**src/rtl/ddr2_cmd_decoder.sv**
```systemverilog
// ddr2_cmd_decoder
//   Decodes the rank-0 DDR2 command/address bus, tracks per-bank row state
//   and the ACT/PRE/REF timing windows, and flags illegal, out-of-state and
//   too-early commands. Every output is registered: one cycle of latency.
//
// Ports
//   clk_i, rst_n_i        command clock, async active-low reset
//   cke_i, cs_n_i[1:0]    clock enable, chip selects (only cs_n_i[0] decoded)
//   ras_n_i/cas_n_i/we_n_i command strobes
//   ba_i[1:0], addr_i[14:0] bank / row-col-MR address
//   cmd_valid_o, cmd_code_o[2:0]  decoded command pulse and code
//                                 (0 NOP 1 ACT 2 RD 3 WR 4 PRE 5 PREA 6 REF 7 MRS)
//   cmd_ba_o, cmd_row_o, cmd_col_o, cmd_ap_o  decoded fields
//   bank_open_o[3:0]      bank i currently ACTIVE
//   err_state_o, err_timing_o, err_illegal_o  one-cycle error pulses
//   err_cnt_o[7:0]        saturating errored-command count
//
// Timing counters are loaded with T-1 at the command edge: the command edge
// itself is the first of the T cycles, so a follow-up command exactly T edges
// later sees the counter at 0 and is legal.

// Per-bank state machine with a shared tRCD/tRAS countdown and a tRP countdown.
// act_i / pre_i are only asserted by the parent for commands already judged legal.
module ddr2_bank #(
  parameter int unsigned T_RCD = 4,
  parameter int unsigned T_RP  = 4,
  parameter int unsigned T_RAS = 12
) (
  input  logic gclk_unused_i,
  input  logic clk_i,
  input  logic rst_n_i,
  input  logic act_i,
  input  logic pre_i,
  output logic active_o,
  output logic rp_zero_o,
  output logic rcd_ok_o,
  output logic ras_ok_o
);
  // One down-counter covers both windows: it starts at the longer of the two
  // and each window has expired once the counter falls to its threshold.
  localparam int unsigned RC_MAX  = (T_RCD > T_RAS) ? T_RCD : T_RAS;
  localparam logic [7:0]  RC_LOAD = 8'(RC_MAX - 1);
  localparam logic [7:0]  RCD_THR = 8'(RC_MAX - T_RCD);
  localparam logic [7:0]  RAS_THR = 8'(RC_MAX - T_RAS);
  localparam logic [7:0]  RP_LOAD = 8'(T_RP - 1);

  typedef enum logic [1:0] {B_IDLE = 2'd0, B_ACTIVE = 2'd1, B_PRECHG = 2'd2} bank_st_e;

  bank_st_e   state_q, state_d;
  logic [7:0] rc_q, rc_d, rp_q, rp_d;

  always_comb begin
    state_d = state_q;
    rc_d    = (rc_q != 8'd0) ? rc_q - 8'd1 : 8'd0;
    rp_d    = (rp_q != 8'd0) ? rp_q - 8'd1 : 8'd0;
    if (state_q == B_PRECHG && rp_q == 8'd0) state_d = B_IDLE;
    if (act_i) begin
      state_d = B_ACTIVE;
      rc_d    = RC_LOAD;
    end else if (pre_i) begin
      state_d = B_PRECHG;
      rp_d    = RP_LOAD;
    end
  end

  always_ff @(posedge clk_i or negedge rst_n_i) begin
    if (!rst_n_i) begin
      state_q <= B_IDLE;
      rc_q    <= 8'd0;
      rp_q    <= 8'd0;
    end else begin
      state_q <= state_d;
      rc_q    <= rc_d;
      rp_q    <= rp_d;
    end
  end

  assign active_o  = (state_q == B_ACTIVE);
  assign rp_zero_o = (rp_q == 8'd0);
  assign rcd_ok_o  = (rc_q <= RCD_THR);
  assign ras_ok_o  = (rc_q <= RAS_THR);

  logic unused_ok;
  assign unused_ok = gclk_unused_i;
endmodule

module ddr2_cmd_decoder #(
  parameter int unsigned T_RCD = 4,
  parameter int unsigned T_RP  = 4,
  parameter int unsigned T_RAS = 12,
  parameter int unsigned T_RFC = 43
) (
  input  logic        clk_i,
  input  logic        rst_n_i,
  input  logic        cke_i,
  input  logic [1:0]  cs_n_i,
  input  logic        ras_n_i,
  input  logic        cas_n_i,
  input  logic        we_n_i,
  input  logic [1:0]  ba_i,
  input  logic [14:0] addr_i,
  output logic        cmd_valid_o,
  output logic [2:0]  cmd_code_o,
  output logic [1:0]  cmd_ba_o,
  output logic [14:0] cmd_row_o,
  output logic [9:0]  cmd_col_o,
  output logic        cmd_ap_o,
  output logic [3:0]  bank_open_o,
  output logic        err_state_o,
  output logic        err_timing_o,
  output logic        err_illegal_o,
  output logic [7:0]  err_cnt_o
);
  localparam int unsigned NUM_BANKS = 4;
  localparam logic [7:0]  RFC_LOAD  = 8'(T_RFC - 1);

  // {ras_n,cas_n,we_n} encodings
  localparam logic [2:0] E_MRS = 3'b000, E_REF = 3'b001, E_PRE = 3'b010, E_ACT = 3'b011;
  localparam logic [2:0] E_WR  = 3'b100, E_RD  = 3'b101, E_ILL = 3'b110, E_NOP = 3'b111;
  // output command codes
  localparam logic [2:0] C_ACT = 3'd1, C_RD = 3'd2, C_WR = 3'd3, C_PRE = 3'd4;
  localparam logic [2:0] C_PREA = 3'd5, C_REF = 3'd6, C_MRS = 3'd7;

  typedef struct packed {
    logic        valid;
    logic [2:0]  code;
    logic [1:0]  ba;
    logic [14:0] row;
    logic [9:0]  col;
    logic        ap;
    logic        es;
    logic        et;
    logic        ei;
  } rsp_t;

  rsp_t                 rsp_q, rsp_d;
  logic [7:0]           cnt_q, cnt_d, rfc_q, rfc_d;
  logic [2:0]           rcw;
  logic                 is_cmd, st_err, tm_err, ill, err_any, ref_want;
  logic [NUM_BANKS-1:0] bsel, act_want, pre_want, act_go, pre_go;
  logic [NUM_BANKS-1:0] act_v, rp_zero_v, rcd_ok_v, ras_ok_v;

  assign rcw    = {ras_n_i, cas_n_i, we_n_i};
  assign is_cmd = cke_i & ~cs_n_i[0] & (rcw != E_NOP);
  assign bsel   = NUM_BANKS'(1) << ba_i;

  always_comb begin
    rsp_d    = '0;
    st_err   = 1'b0;
    tm_err   = 1'b0;
    ill      = 1'b0;
    act_want = '0;
    pre_want = '0;
    ref_want = 1'b0;
    if (is_cmd) begin
      rsp_d.valid = 1'b1;
      rsp_d.ba    = ba_i;
      case (rcw)
        E_ACT: begin
          rsp_d.code = C_ACT;
          rsp_d.row  = addr_i;
          act_want   = bsel;
          // A bank still precharging is a timing problem, not a state one.
          if (|(act_v & bsel))           st_err = 1'b1;
          else if (!(|(rp_zero_v & bsel))) tm_err = 1'b1;
        end
        E_RD, E_WR: begin
          rsp_d.code = (rcw == E_RD) ? C_RD : C_WR;
          rsp_d.col  = addr_i[9:0];
          rsp_d.ap   = addr_i[10];
          if (addr_i[10]) pre_want = bsel;
          if (!(|(act_v & bsel)))         st_err = 1'b1;
          else if (!(|(rcd_ok_v & bsel))) tm_err = 1'b1;
        end
        E_PRE: begin
          if (addr_i[10]) begin
            rsp_d.code = C_PREA;
            pre_want   = act_v;
          end else begin
            rsp_d.code = C_PRE;
            pre_want   = act_v & bsel;
          end
          // Idle/precharging targets are silently skipped.
          if (|(pre_want & ~ras_ok_v)) tm_err = 1'b1;
        end
        E_REF, E_MRS: begin
          rsp_d.code = (rcw == E_REF) ? C_REF : C_MRS;
          if (rcw == E_MRS) rsp_d.row = addr_i;
          ref_want = (rcw == E_REF);
          if (|act_v)               st_err = 1'b1;
          else if (~&rp_zero_v)     tm_err = 1'b1;
        end
        default: ill = 1'b1;  // E_ILL
      endcase
      if (rfc_q != 8'd0) tm_err = 1'b1;
    end
    err_any  = st_err | tm_err | ill;
    rsp_d.ei = ill;
    rsp_d.es = st_err & ~ill;
    rsp_d.et = tm_err & ~st_err & ~ill;
  end

  // Errored commands are reported but leave bank and refresh state alone.
  assign act_go = err_any ? '0 : act_want;
  assign pre_go = err_any ? '0 : pre_want;

  always_comb begin
    rfc_d = (rfc_q != 8'd0) ? rfc_q - 8'd1 : 8'd0;
    if (ref_want && !err_any) rfc_d = RFC_LOAD;
    cnt_d = (err_any && cnt_q != 8'hFF) ? cnt_q + 8'd1 : cnt_q;
  end

  for (genvar i = 0; i < NUM_BANKS; i++) begin : g_bank
    ddr2_bank #(.T_RCD(T_RCD), .T_RP(T_RP), .T_RAS(T_RAS)) u_bank (
      .gclk_unused_i (1'b0),
      .clk_i         (clk_i),
      .rst_n_i       (rst_n_i),
      .act_i         (act_go[i]),
      .pre_i         (pre_go[i]),
      .active_o      (act_v[i]),
      .rp_zero_o     (rp_zero_v[i]),
      .rcd_ok_o      (rcd_ok_v[i]),
      .ras_ok_o      (ras_ok_v[i])
    );
  end

  always_ff @(posedge clk_i or negedge rst_n_i) begin
    if (!rst_n_i) begin
      rsp_q <= '0;
      cnt_q <= 8'd0;
      rfc_q <= 8'd0;
    end else begin
      rsp_q <= rsp_d;
      cnt_q <= cnt_d;
      rfc_q <= rfc_d;
    end
  end

  assign cmd_valid_o   = rsp_q.valid;
  assign cmd_code_o    = rsp_q.code;
  assign cmd_ba_o      = rsp_q.ba;
  assign cmd_row_o     = rsp_q.row;
  assign cmd_col_o     = rsp_q.col;
  assign cmd_ap_o      = rsp_q.ap;
  assign err_state_o   = rsp_q.es;
  assign err_timing_o  = rsp_q.et;
  assign err_illegal_o = rsp_q.ei;
  assign err_cnt_o     = cnt_q;
  assign bank_open_o   = act_v;  // straight from the bank state flops

  logic unused_ok;
  assign unused_ok = cs_n_i[1];
endmodule

```
**config.mk**
```make
export PLATFORM = sky130hd
export DESIGN_NAME = ddr2_cmd_decoder
export DESIGN_NICKNAME = d
export VERILOG_FILES = /design/src/rtl/ddr2_cmd_decoder.sv
export SDC_FILE = /design/constraint.sdc
export NUM_CORES = 1
export LEC_CHECK = 0
export ABC_AREA = 1
export BUFFER_PORTS_ARGS = -buffer_cell sky130_fd_sc_hd__buf_2
export CAP_MARGIN = 20
export CORE_ASPECT_RATIO = 1.5
export CORE_MARGIN = 3
export CORE_UTILIZATION = 30
export CTS_CLUSTER_DIAMETER = 30
export DETAILED_ROUTE_END_ITERATION = 16
export SLEW_MARGIN = 20
export SYNTH_ARGS = -nofsm -noshare
export SYNTH_HDL_FRONTEND = slang
export SYNTH_HIERARCHICAL = 1
export SYNTH_SLANG_ARGS = --single-unit
```
**constraint.sdc**
```tcl
create_clock -name clk_i -period 5.12 [get_ports clk_i]
set_input_delay 0.256 -clock clk_i [delete_from_list [all_inputs] [get_ports clk_i]]
set_output_delay 0.256 -clock clk_i [all_outputs]
set_load 0.01 [all_outputs]
```
; After elaboration in Yosys (flattened, before gate mapping)
; Index checks and enable logic that the tools add are counted.
[classes]
n_addsub = 10
n_mul = 0
n_div = 0
order_cmp = 8
eq_ne = 15
shift = 1
muxes = 71
bitwise_logic = 15
n_reduce_logical = 34
[op_table]
columns = cell, n
row1 = $mux 8, 22
row2 = $reduce_bool 8->1, 9
row3 = $sub 8x1->8 const B, 9
row4 = $mux 4, 9
row5 = $le 8x1->1 const B, 4
row6 = $le 8x4->1 const B, 4
row7 = $logic_not 8->1, 4
row8 = $mux 32, 1
row9 = $pmux 15 s2, 1
row10 = $mux 2, 12
row11 = $mux 1, 20
row12 = $reduce_or 4->1, 5
row13 = $and 4x4->4, 4
row14 = $mux 15, 1
row15 = $pmux 3 s4, 1
row16 = $reduce_bool 3->1, 4
row17 = $mux 11, 1
row18 = $add 8x1->8 const B, 1
row19 = $eq 2x1->1 const B, 4
row20 = $eq 2x2->1 const B, 4
row21 = $ne 8x8->1 const B, 1
row22 = $pmux 4 s2, 1
row23 = $eq 3x2->1 const B, 2
row24 = $eq 3x3->1 const B, 2
row25 = other kinds (15), 28
[totals]
ff_bits = 123
latch_bits = 0
mem_bits_rw = 0
mem_bits_ro = 0
in_bits = 25
word_cells = 177
mem_count = 0

; Logic depth before layout (Yosys ltp)
[depth]
ltp_word = 16
depth_mapped = 19

; Cells and area by module
; Netlist, hierarchy kept.
[by_module_without_submodules]
columns = module, n_inst, cells_per_inst, area_per_inst_um2
row1 = ddr2_bank, 4, 130, 979.7
row2 = ddr2_cmd_decoder, 1, 294, 2486.1

; Worst setup path before layout
; OpenSTA, ideal clock, no wires.
[synth_path]
path_type = register to register
from = register g_bank[3].u_bank.rp_q[0]
to = register g_bank[0].u_bank.rp_q[6]
setup_ps = 77
arrival_time_ps = 2238
required_time_ps = 5043
setup_slack_ps = 2804
path_stages_with_launch = 18
path_buffers = 1
period_less_slack_ps = 2316
path_cell_list = dfrtp_1 > inv_1 > ha_1 > inv_1 > nor4_1 > nand3_1 > nand3_1 > o21ai_0 > nand2_1 > nand3_2 > nand2_2 > nand3_4 > buf_6 > nor2_1 > nor2_1 > inv_1 > o21ai_2 > a21oi_1
[synth_between]
elab_cells_between_ends = 17
classes_between = mux (11) / bitwise (3) / reduce/logical (3)
[synth_rtl]
columns = item, line_no
row1 = "start, declared", 50  ; logic [7:0] rc_q, rc_d, rp_q, rp_d;
row2 = "start signal, assigned", 74  ; rp_q <= rp_d;
row3 = $logic_not 8->1 *, 79  ; assign rp_zero_o = (rp_q == 8'd0);
row4 = named net rp_zero_v[3], 141  ; logic [NUM_BANKS-1:0] act_v, rp_zero_v, rcd_ok_v, ras_ok_v;
row5 = $and 4x4->4, 165  ; else if (!(|(rp_zero_v & bsel))) tm_err = 1'b1;
row6 = $reduce_or 4->1, 165
row7 = $mux 1, 165
row8 = $mux 1, 164  ; if (|(act_v & bsel)) st_err = 1'b1;
row9 = $pmux 1 s4 *, 158  ; case (rcw)
row10 = $mux 1 *, 195  ; if (rfc_q != 8'd0) tm_err = 1'b1;
row11 = $mux 1 *, 155  ; if (is_cmd) begin
row12 = $or 1x1->1 * (2 in a row), 197  ; err_any = st_err | tm_err | ill;
row13 = $mux 4 *, 204  ; assign act_go = err_any ? '0 : act_want;
row14 = named net act_go[0], 140  ; logic [NUM_BANKS-1:0] bsel, act_want, pre_want, act_go, pre_go;
row15 = $mux 8 *, 57  ; if (act_i) begin
row16 = named net g_bank[0].u_bank.rp_d[6], 50
row17 = "end signal, assigned", 74
row18 = "end, declared", 50
; The timed path passes the listed nets; every way through them passes the cells marked *.
; A chain may end at the register's enable or synchronous reset.

; Worst setup path in the final report
[layout_path]
from = register g_bank[1].u_bank.rp_q[0]
to = register g_bank[1].u_bank.rp_q[5]
[layout_between]
elab_chain_len = 13
elab_cells_between_ends = 20
classes_between = add/sub (1) / mux (12) / bitwise (3) / reduce/logical (4)
[layout_rtl]
columns = item, line_no
row1 = "start, declared", 50
row2 = "start signal, assigned", 74
row3 = $logic_not 8->1 *, 79
row4 = named net rp_zero_v[1], 141
row5 = $and 4x4->4, 165
row6 = $reduce_or 4->1, 165
row7 = $mux 1, 165
row8 = $mux 1, 164
row9 = $pmux 1 s4 *, 158
row10 = $mux 1 *, 195
row11 = $mux 1 *, 155
row12 = $or 1x1->1 * (2 in a row), 197
row13 = $mux 4 *, 205  ; assign pre_go = err_any ? '0 : pre_want;
row14 = named net pre_go[1], 140
row15 = $mux 8 *, 60  ; end else if (pre_i) begin
row16 = $mux 8 *, 57
row17 = named net g_bank[1].u_bank.rp_d[5], 50
; Marked as above.

==> metrics.cfg <==
[detailed_routing]
num_vias = 5245
viasPerCell = 4.48
antenna_left = 0
drt_iter0_markers = 252
drc = 0
wirelength_um = 13700
dr.pass1.iters = 4
routedWlPerCell_um = 11.6

[power_and_ir_drop]
clockPowerShare = 0.301
power.internal_mw = 2.69
switchingPower_mw = 1.53
power.density_mw_per_mm2 = 548
power_mw = 4.21
p_sw_frac = 0.362
vdd_ir_drop_max_v = 0.000225
power_frac_seq = 0.379
p_leak_nw = 3.97
p_comb_frac = 0.320

[timing]
worstMarginPinSlew_ns = 0.863
setup_viol = 0
slew_headroom = 0.425
setup_tns_ns = 0
rsz0062_at_grt = false
fmax_mhz = 333
fin_crit_sh = 0.586
final_hold_viol_count = 0
drv_slew = 0
finalCriticalPeriod_ns = 3.00
skew_ns = 0.00916
setup_ws_ns = 2.12

[place]
post-place-ws_ns = 2.10
post_dp_cell_area_mm2 = 0.00704
gp_congestion = 0.847
dpl.hpwl_um = 9950
io_buffers = 70

[layout]
nets = 941
drive_gt1_frac = 0.162
syn_to_final_growth_pct = 20.0
fin_area_mm2 = 0.00768
n_antenna_cell = 0
fillers = 2108
fin_util = 0.372

[critical_path]
r2r-end = g_bank[1].u_bank/rp_q[5]$_DFF_PN0_
cp-end-kind = register
required_ns = 5.40
path_max_fanout = 5
worstSetupPathType = reg -> reg
startpoint = g_bank[1].u_bank/rp_q[0]$_DFF_PN0_
r2r_cells = 17
endpoint = g_bank[1].u_bank/rp_q[5]$_DFF_PN0_
reg2reg_from = g_bank[1].u_bank/rp_q[0]$_DFF_PN0_
reg2reg_slack_ns = 2.12
critical_path_arrival_ns = 3.28
start_kind = register

[global_routing]
grt_pass1_wl_um = 23700
grt_pass1_vias = 5276
grt_max_degree = 70
grt_usage = 0.124
overflow = 0
grt_antenna_before_repair = 2

[die]
ios = 72
core_area_mm2 = 0.0207
initial_utilization = 0.310
die_h_um = 185
die_x_um = 125
rows = 64
dieArea_mm2 = 0.0232

[clock_network]
root_buffer = clkbuf_16
clk_pin_slew_ns = 0.05
ctsResizeCount = 0
cts_tree = built
numCtsBuffers = 17
insertion_delay_ns = 0.41
post_cts_buffers = 0
cts_num_sinks = 123
clock_path_buffers = 2
cts_max_level = 4

[synthesis]
avgSynthCellArea_um2 = 7.87
syn_area_mm2 = 0.00640
syn_inst = 813
synth_nets = 857
yosys_warnings = 6

[hold_path]
worst_hold_path.num_cells = 3
worstHoldPathType = in -> reg

[flow_run]
max_cap_viol_count = 0

[run_status]
status = finished, final reports clean

## how the worst min path moves through the flow
stage | to | startpoint | slack (ns)
3_5_place_dp | rfc_q[0]$_DFF_PN0_ | rfc_q[0]$_DFF_PN0_ | 0.42
6_report | cmd_row_o[13]$_DFF_PN0_ | addr_i[13] | 0.08
5_1_grt | cmd_row_o[13]$_DFF_PN0_ | addr_i[13] | 0.05
3_3_place_gp | rfc_q[0]$_DFF_PN0_ | rfc_q[0]$_DFF_PN0_ | 0.42
4_1_cts | cmd_row_o[13]$_DFF_PN0_ | addr_i[13] | 0.06
2_1_floorplan | cmd_ap_o$_DFF_PN0_ | rst_n_i | -0.04
## metal layers
metal  wire (µm)  track usage
met1        5910        0.139
met2        6840        0.222
met3         638       0.0346
met4         237       0.0508
met5          20            0
## worst max-delay path, stage by stage, from the launching register on
cell	delay, ns
dfrtp_1	0.36
inv_1	0.10
ha_1	0.17
inv_1	0.05
nor4_1	0.54
nand3_1	0.14
nand3_1	0.10
o21ai_0	0.07
nand2_1	0.09
nand3_2	0.11
o21ai_1	0.21
nand3_1	0.22
nor2_1	0.18
inv_1	0.05
nor2_1	0.15
inv_1	0.11
o21ai_2	0.13
nor2_1	0.08
## state kept, by name, indices dropped and copies added (netlist names)
signal / flops
g_bank.u_bank/state_q: 8
cmd_ap_o: 1
cmd_row_o: 15
g_bank.u_bank/rp_q: 32
cmd_valid_o: 1
err_state_o: 1
cmd_code_o: 3
cmd_col_o: 10
err_illegal_o: 1
cmd_ba_o: 2
err_cnt_o: 8
g_bank.u_bank/rc_q: 32
err_timing_o: 1
rfc_q: 8
## power by group through the flow
stage          sequential, mW  combinational (mW)  clock, mW
2_1_floorplan            1.56                1.06          0
3_3_place_gp             1.61                1.32          0
3_5_place_dp             1.61                1.35          0
4_1_cts                  1.60                1.36       1.30
5_1_grt                  1.65                1.59       1.35
6_report                 1.60                1.35       1.27
## metrics by stage
step | cells | hold slack, ns
3_5_place_dp | 1140 | 0.425
2_1_floorplan | 813 | -0.0396
6_report | 1172 | 0.0782
5_1_grt | 1172 | 0.0541
3_3_place_gp | 1140 | 0.419
4_1_cts | 1171 | 0.0590
## layout make-up
type / instances / area (µm²) / share of cell area
well taps: 264 / 330 / 0.0430
multi-input cells: 559 / 2810 / 0.366
repair buffers: 73 / 378 / 0.0492
clock inverters: 7 / 138 / 0.0179
flip-flops and latches: 123 / 3080 / 0.401
clock buffers: 23 / 488 / 0.0635
inverters: 123 / 462 / 0.0601
## cell usage in the layout (no fill, tap or decap), types with 2 or more instances in the layout
cell type and n:
a22oi_1 4, nor2_1 163, nor2_2 16, nand3_2 2, o21bai_1 4, o21ai_0 29, nand3_1 42, inv_1 115
nand2_2 11, nand4_1 15, dfrtp_1 123, ha_1 19, inv_2 8, o21ai_2 4, nand3b_1 4, clkbuf_8 4
xor2_1 21, a21oi_1 10, xnor2_1 6, clkbuf_1 2, nor3b_1 2, clkinv_2 2, o21ai_1 4, nor3_1 30
nor4_1 5, bufinv_16 4, buf_2 69, nand2_1 160, buf_4 3, clkbuf_16 17, nor2_4 3
## timing repair
item                                   in CTS  in global routing
setup endpoints to repair                   0                  0
endpoints found under the hold margin      15                  0
hold buffers                                1                  0
(Power assumes the default switching activity.)
